**config.mk**
```make
export PLATFORM = sky130hd
export DESIGN_NAME = alu_sequencer
export DESIGN_NICKNAME = d
export VERILOG_FILES = /design/src/rtl/alu_sequencer.sv
export SDC_FILE = /design/constraint.sdc
export NUM_CORES = 1
export LEC_CHECK = 0
export ABC_AREA = 1
export BUFFER_PORTS_ARGS = -buffer_cell sky130_fd_sc_hd__clkbuf_2
export CAP_MARGIN = 15
export CORE_ASPECT_RATIO = 2
export CORE_MARGIN = 8
export CORE_UTILIZATION = 30
export CTS_CLUSTER_SIZE = 40
export DETAILED_ROUTE_END_ITERATION = 7
export SLEW_MARGIN = 20
export SYNTH_ARGS = -nofsm -noshare
export SYNTH_HDL_FRONTEND = slang
export SYNTH_SLANG_ARGS = --single-unit
```
**constraint.sdc**
```tcl
create_clock -name clk -period 1.9 [get_ports clk]
set_clock_uncertainty 0.2 [all_clocks]
set_input_delay 0.38 -clock clk [delete_from_list [all_inputs] [get_ports clk]]
set_output_delay 0.38 -clock clk [all_outputs]
set_load 0.05 [all_outputs]
```
**src/rtl/alu_sequencer.sv**
```systemverilog
// rtl/alu_sequencer.sv - program sequencer that drives an 8-bit registered ALU
//
// Fetches 13-bit instructions from a small program memory, drives the ALU
// accum/data/opcode inputs and writes the ALU result back into the accumulator.
// Optional feature macro: INSTR_COUNT_EN (adds the retired output).
//
// Ports:
//   clk, reset              clock, synchronous active-high reset
//   prog_we/addr/data       program write port, honoured only while idle
//   start, acc_init         start pulse and initial accumulator value
//   busy, done, error       run status (busy level, done pulse, step-limit abort)
//   accum, data, opcode     ALU operand/opcode drive
//   alu_out, zero           registered ALU result and accumulator zero flag
//   retired                 instructions retired in the last/current run (INSTR_COUNT_EN)

module alu_sequencer #(
  parameter int AW        = 4,
  parameter int MAX_STEPS = 255
) (
  input  logic          clk,
  input  logic          reset,
  input  logic          prog_we,
  input  logic [AW-1:0] prog_addr,
  input  logic [12:0]   prog_data,
  input  logic          start,
  input  logic [7:0]    acc_init,
  output logic          busy,
  output logic          done,
  output logic          error,
  output logic [7:0]    accum,
  output logic [7:0]    data,
  output logic [2:0]    opcode,
  input  logic [7:0]    alu_out,
  input  logic          zero
`ifdef INSTR_COUNT_EN
  ,
  output logic [7:0]    retired
`endif
);

  localparam int unsigned DEPTH     = 1 << AW;
  localparam logic [7:0]  MAX_STEP8 = 8'(MAX_STEPS);

  localparam logic [1:0] KIND_ALU  = 2'b00;
  localparam logic [1:0] KIND_BZ   = 2'b01;
  localparam logic [1:0] KIND_HALT = 2'b10;
  localparam logic [1:0] KIND_NOP  = 2'b11;

  typedef enum logic [2:0] {
    S_IDLE,
    S_FETCH,
    S_EXEC,
    S_WB,
    S_FIN
  } state_t;

  state_t          state_q;
  logic [12:0]     mem_q [DEPTH];
  logic [AW-1:0]   pc_q;
  logic [7:0]      steps_q;
  logic [1:0]      kind_q;
  logic [AW-1:0]   target_q;
  logic            busy_q;
  logic            done_q;
  logic            error_q;
  logic [7:0]      accum_q;
  logic [7:0]      data_q;
  logic [2:0]      opcode_q;

  logic [12:0]     fetch_word;
  logic [AW-1:0]   pc_d;
  logic [7:0]      steps_d;
  logic            limit_hit;

  assign fetch_word = mem_q[pc_q];
  assign pc_d       = pc_q + 1'b1;
  assign steps_d    = steps_q + 8'd1;
  assign limit_hit  = (steps_d == MAX_STEP8);

  // Program memory is never cleared by reset; writes only land while idle.
  always_ff @(posedge clk) begin
    if (!reset && state_q == S_IDLE && prog_we) begin
      mem_q[prog_addr] <= prog_data;
    end
  end

  always_ff @(posedge clk) begin
    if (reset) begin
      state_q  <= S_IDLE;
      pc_q     <= '0;
      steps_q  <= '0;
      kind_q   <= KIND_ALU;
      target_q <= '0;
      busy_q   <= 1'b0;
      done_q   <= 1'b0;
      error_q  <= 1'b0;
      accum_q  <= '0;
      data_q   <= '0;
      opcode_q <= 3'b000;
    end else begin
      done_q <= 1'b0;
      case (state_q)
        S_IDLE: begin
          if (start) begin
            accum_q <= acc_init;
            pc_q    <= '0;
            steps_q <= '0;
            error_q <= 1'b0;
            busy_q  <= 1'b1;
            state_q <= S_FETCH;
          end
        end
        S_FETCH: begin
          kind_q   <= fetch_word[12:11];
          target_q <= fetch_word[AW-1:0];
          // Opcode/data are registered here so they are already stable at the
          // ALU inputs for the whole EXEC cycle; other kinds leave them alone
          // so alu_out does not move underneath a pending writeback.
          if (fetch_word[12:11] == KIND_ALU) begin
            opcode_q <= fetch_word[10:8];
            data_q   <= fetch_word[7:0];
          end
          state_q <= S_EXEC;
        end
        S_EXEC: begin
          case (kind_q)
            KIND_ALU: state_q <= S_WB;
            KIND_BZ, KIND_NOP: begin
              pc_q    <= (kind_q == KIND_BZ && zero) ? target_q : pc_d;
              steps_q <= steps_d;
              if (limit_hit) begin
                error_q <= 1'b1;
                busy_q  <= 1'b0;
                done_q  <= 1'b1;
                state_q <= S_FIN;
              end else begin
                state_q <= S_FETCH;
              end
            end
            default: begin
              busy_q  <= 1'b0;
              done_q  <= 1'b1;
              state_q <= S_FIN;
            end
          endcase
        end
        S_WB: begin
          accum_q <= alu_out;
          pc_q    <= pc_d;
          steps_q <= steps_d;
          if (limit_hit) begin
            error_q <= 1'b1;
            busy_q  <= 1'b0;
            done_q  <= 1'b1;
            state_q <= S_FIN;
          end else begin
            state_q <= S_FETCH;
          end
        end
        S_FIN:   state_q <= S_IDLE;
        default: state_q <= S_IDLE;
      endcase
    end
  end

  assign busy   = busy_q;
  assign done   = done_q;
  assign error  = error_q;
  assign accum  = accum_q;
  assign data   = data_q;
  assign opcode = opcode_q;

`ifdef INSTR_COUNT_EN
  // Every retired instruction also advances the step counter, so it doubles
  // as the retired count.
  assign retired = steps_q;
`endif

endmodule

```
After elaboration in Yosys (flattened, before gate mapping)
Memory sizes are Yosys's and may differ from the RTL's. A register that Yosys moved wholly into a read port is not among the register bits.
Index checks and enable logic that the tools add are counted.
Widths: inputs -> output; s select.

storage, ports and cells
  flip-flop bits (word level) = 43
  bits in writable memories = 208
  word-level logic and storage cells = 65
  memories kept = 1

memory list
  memory  words  width  rd ports  clocked after Yosys merged registers in  wr ports  RTL line  RTL
  mem_q   16     13     1         1                                        1         58        logic [12:0] mem_q [DEPTH];

operators by class
  add/subtract/negate cells = 2
  equal/unequal tests = 9
  multiplexer cells = 28
  reductions and logical operators = 14

operators with widths
  cell                 number
  $mux 8               3
  $pmux 8 s3           1
  $mux 4               5
  $pmux 8 s2           1
  $pmux 3 s4           1
  $pmux 4 s3           1
  $add 8x1->8 const B  1
  $eq 8x8->1 const B   1
  $mux 1               8
  $eq 3x2->1 const B   2
  $mux 3               2
  $ne 2x2->1 const B   3
  $pmux 1 s2           3
  $pmux 1 s3           2
  $pmux 3 s2           1
  $reduce_and 3->1     2
  $add 4x1->4 const B  1
  $logic_not 2->1      2
  $reduce_and 2->1     2
  $eq 3x1->1 const B   1
  $logic_and 1x1->1    3
  $logic_not 3->1      1
  $reduce_bool 3->1    1
  $eq 2x1->1 const B   1
  4 further kinds      4

Depth between registers and ports, before layout
  depth in word-level cells = 7
  mapped depth = 14
  mapped depth without buffers = 12

Worst setup path before layout
OpenSTA, ideal clock, no wires.

  path type = register to register
  start point = register state_q[0]
  end point = memory mem_q[12][0] (enable)
  arrival = 1.569 ns
  required time = 1.318 ns
  slack = -0.252 ns
  cell stages (with the launch flop) = 6
  period minus slack after synthesis = 2.152 ns
  cell sequence = dfxtp_1 > nor3_2 > nand2_1 > nor2_1 > nand3_1 > nor2_1

between the ends
  word-level cells in the longest chain between the ends = 5

ends and longest elaborated chain
  what                             RTL line  RTL
  start, declared                  57        state_t state_q;
  start signal, assigned           89        state_q <= S_IDLE;
  start signal, assigned           110       state_q <= S_FETCH;
  start signal, assigned           123       state_q <= S_EXEC;
  $logic_not 3->1                  82        if (!reset && state_q == S_IDLE && prog_we) begin
  $logic_and 1x1->1 (2 in series)  82
  $mux 1                           82
  $mux 1 (implied by the code)     83        mem_q[prog_addr] <= prog_data;
  end, declared                    58

No other way between the ends.

==> metrics.cfg <==
[status]
status = finished, violations left
violations = negative setup slack

[final_layout]
syn_to_final_growth_pct = 24.0
diodes = 0
final_util_pct = 37.7
finalInstanceArea_sq_um = 13400
layoutNonFillerInstCount = 1656
drive_gt1_share_pct = 21.1
nNetsFinal = 1231

[yosys]
synth_top_area_share_pct = 57.6
synth-seq-area-share_pct = 66.3
netlist_area_sq_um = 10800
ys_types = 38
synth_area_per_cell_sq_um = 10.2
yosys-top-cells-area = edfxtp_1, nand2_1, dfxtp_1
syn_inst = 1058
synth_seq_cells = 255
syn_nets = 1099
synth_top_area_cell = edfxtp_1
yosys_warnings = 0

[grt]
grt_max_degree = 46
grt_pass1_wl_um = 41100
grt_pass1_vias = 7700
antenna_found_initial = 0
grtUsageTotal_pct = 12.4
grt_overflow = 0

[power_and_ir_drop]
irDropWorstVdd_mv = 1.06
power_density_nw_per_um2 = 1200
p_leak_nw = 5.19

[drt]
drcViolationCount = 0
vias = 7735
drt_first_iter_violations = 490
ant_nets = 0
drt-total-wl_um = 28200
vias_per_cell = 4.67
drtPass1Iterations = 5
wire_per_inst_um = 17.0

[clocking]
cts.sinks = 255
cts_inserted_buffers = 22
clockBufferDepth = 3
h-tree-depth = 1
insertion_delay_ps = 520
path_clk_slew_ps = 70
cts_tree = yes
root_buffer = clkbuf_16

[worst_setup_path]
setup.worst_path.class = reg -> reg
start_kind = flip-flop
worstPathRequired_ps = 2120
end_kind = flip-flop
crit_arrival_ps = 2140
path_max_fanout = 22

[floorplanning]
num_rows = 98
boundaryPins = 60
die_area_sq_um = 42800
fp.dieW_um = 150
start_util_pct = 30.4
core_sq_um = 35700
die_h_um = 285

[sta]
period_share_pct = 101
slew_violations = 0
min_period_ps = 1920
rsz0062_at_grt = true
tightest_slew_ps = 449
finalHoldViolCount = 0
setup_viol = 17
fmax_mhz = 521
worst_slack_ps = -19.2
relSlewSlack_pct = 70.1

[place]
port_buffers = 59
place_area_sq_um = 12200
hpwlAfterDp_um = 19000
place_congestion = 0.814
place_inst = 1587

[job]
drv_cap = 0

[min_path]
hold_class = in -> reg

## synth_stat cells, drive strengths merged
library cell	n
nand2	291
edfxtp	208
nor2	138
nand3	104
inv	82
o21ai	61
dfxtp	47
buf	37
a21oi	24
o211ai	24
clkbuf	14
a31oi	8
nor3	4
clkinv	3
ha	3
nand4	2
o22ai	2
or2	2
xor2	2
o21a	1
o21bai	1
## what timing repair did
item                       CTS  global route
hold buffers                17             0
setup endpoints to repair   74           237
cloned                       0             6
gates resized for setup      2            43
hold endpoints to repair    10             0
setup buffers                0             6
pin swaps                    1            12
## registers in the layout (all words and copies together) (netlist names), 2 cells and up, named ones only
signal    flops
mem_q       208
accum         8
data          8
steps_q       8
pc_q          4
target_q      4
opcode        3
state_q       3
kind_q        2
## cell families (layout without fill, tap and decap cells)
kind of cell               Yosys count  in the layout  synth area share [%]
AOI/OAI and AO/OA                  121            121                  6.42
xor gates and xnor gates             2              2                 0.162
adders and majority gates            3              3                 0.346
buffers and inverters              136            284                  6.05
DFF                                255            255                  66.3
and+or+nand+nor                    541            541                  20.7
## critical path, cell delays in order, from the launching register on
cell and delay [ps]:
dfxtp_4 460, inv_8 100, buf_12 160, buf_12 150, o21ai_0 170, nand3_1 150
nand2_1 110, nand2_1 50, nand2_1 80, nand3_1 80, nand2_1 60, nor2_1 30
## layer usage
metal	part of all wire [%]	global-route usage (%)	vias to the layer above
li1	-	-	3817
met1	34	11.6	3619
met2	56	24.2	233
met3	5.2	1.78	66
met4	5.5	7.74	0
met5	0	0	-
## layout make-up
class | count | area (sq um)
Fill cell | 3375 | 22200
Sequential cell | 255 | 7200
Multi-Input combinational cell | 667 | 3160
Timing Repair Buffer | 158 | 1430
Clock buffer | 25 | 583
Tap cell | 450 | 563
Inverter | 85 | 335
Clock inverter | 15 | 173
Timing Repair inverter | 1 | 5.00
## report_power, final
part           total, mW  switching [mW]  internal (mW)
Clock               4.66            2.02           2.65
Sequential          6.47           0.177           6.29
Combinational       5.03            3.19           1.85
Total               16.2            5.38           10.8
## placed cells by master (no fill, tap or decap), types with 3 or more instances in the layout
| master | n |
|---|---|
| nand2_2 | 9 |
| nand3_2 | 8 |
| clkinv_2 | 6 |
| nand2_1 | 282 |
| inv_1 | 73 |
| nor2_2 | 20 |
| clkinvlp_4 | 5 |
| inv_8 | 3 |
| a31oi_1 | 8 |
| o211ai_1 | 23 |
| buf_12 | 21 |
| o21ai_2 | 3 |
| o21ai_0 | 48 |
| clkbuf_16 | 27 |
| a21oi_2 | 3 |
| clkbuf_2 | 59 |
| nor2_1 | 108 |
| nor2_4 | 10 |
| buf_4 | 54 |
| dfxtp_1 | 43 |
| bufinv_16 | 3 |
| inv_2 | 7 |
| dlygate4sd3_1 | 17 |
| o21ai_1 | 10 |
| a21oi_1 | 21 |
| edfxtp_1 | 208 |
| nand3_1 | 96 |
| buf_6 | 3 |
## through the flow
stage / setup slack, ps / TNS (ps) / power [mW] / hold slack, ps
2_1_floorplan: -113 / -18420 / 9.60 / 259
3_3_place_gp: 42.5 / 0 / 11.1 / 235
3_5_place_dp: 8.58 / 0 / 11.2 / 237
4_1_cts: -16.5 / -496 / 15.9 / 92.4
5_1_grt: -106 / -15530 / 16.9 / 107
6_report: -19.2 / -113 / 16.2 / 104
## final timing paths
path | end | depth (start not counted) | slack [ps] | startpoint
setup / recovery | data[6] | 11 | -20 | flip-flop
hold / removal | done | 3 | 100 | reset
setup reg to reg | data[6] | 11 | -20 | flip-flop
hold reg to reg | error | 2 | 250 | error
Note: power is estimated with default switching activity, not from simulation.
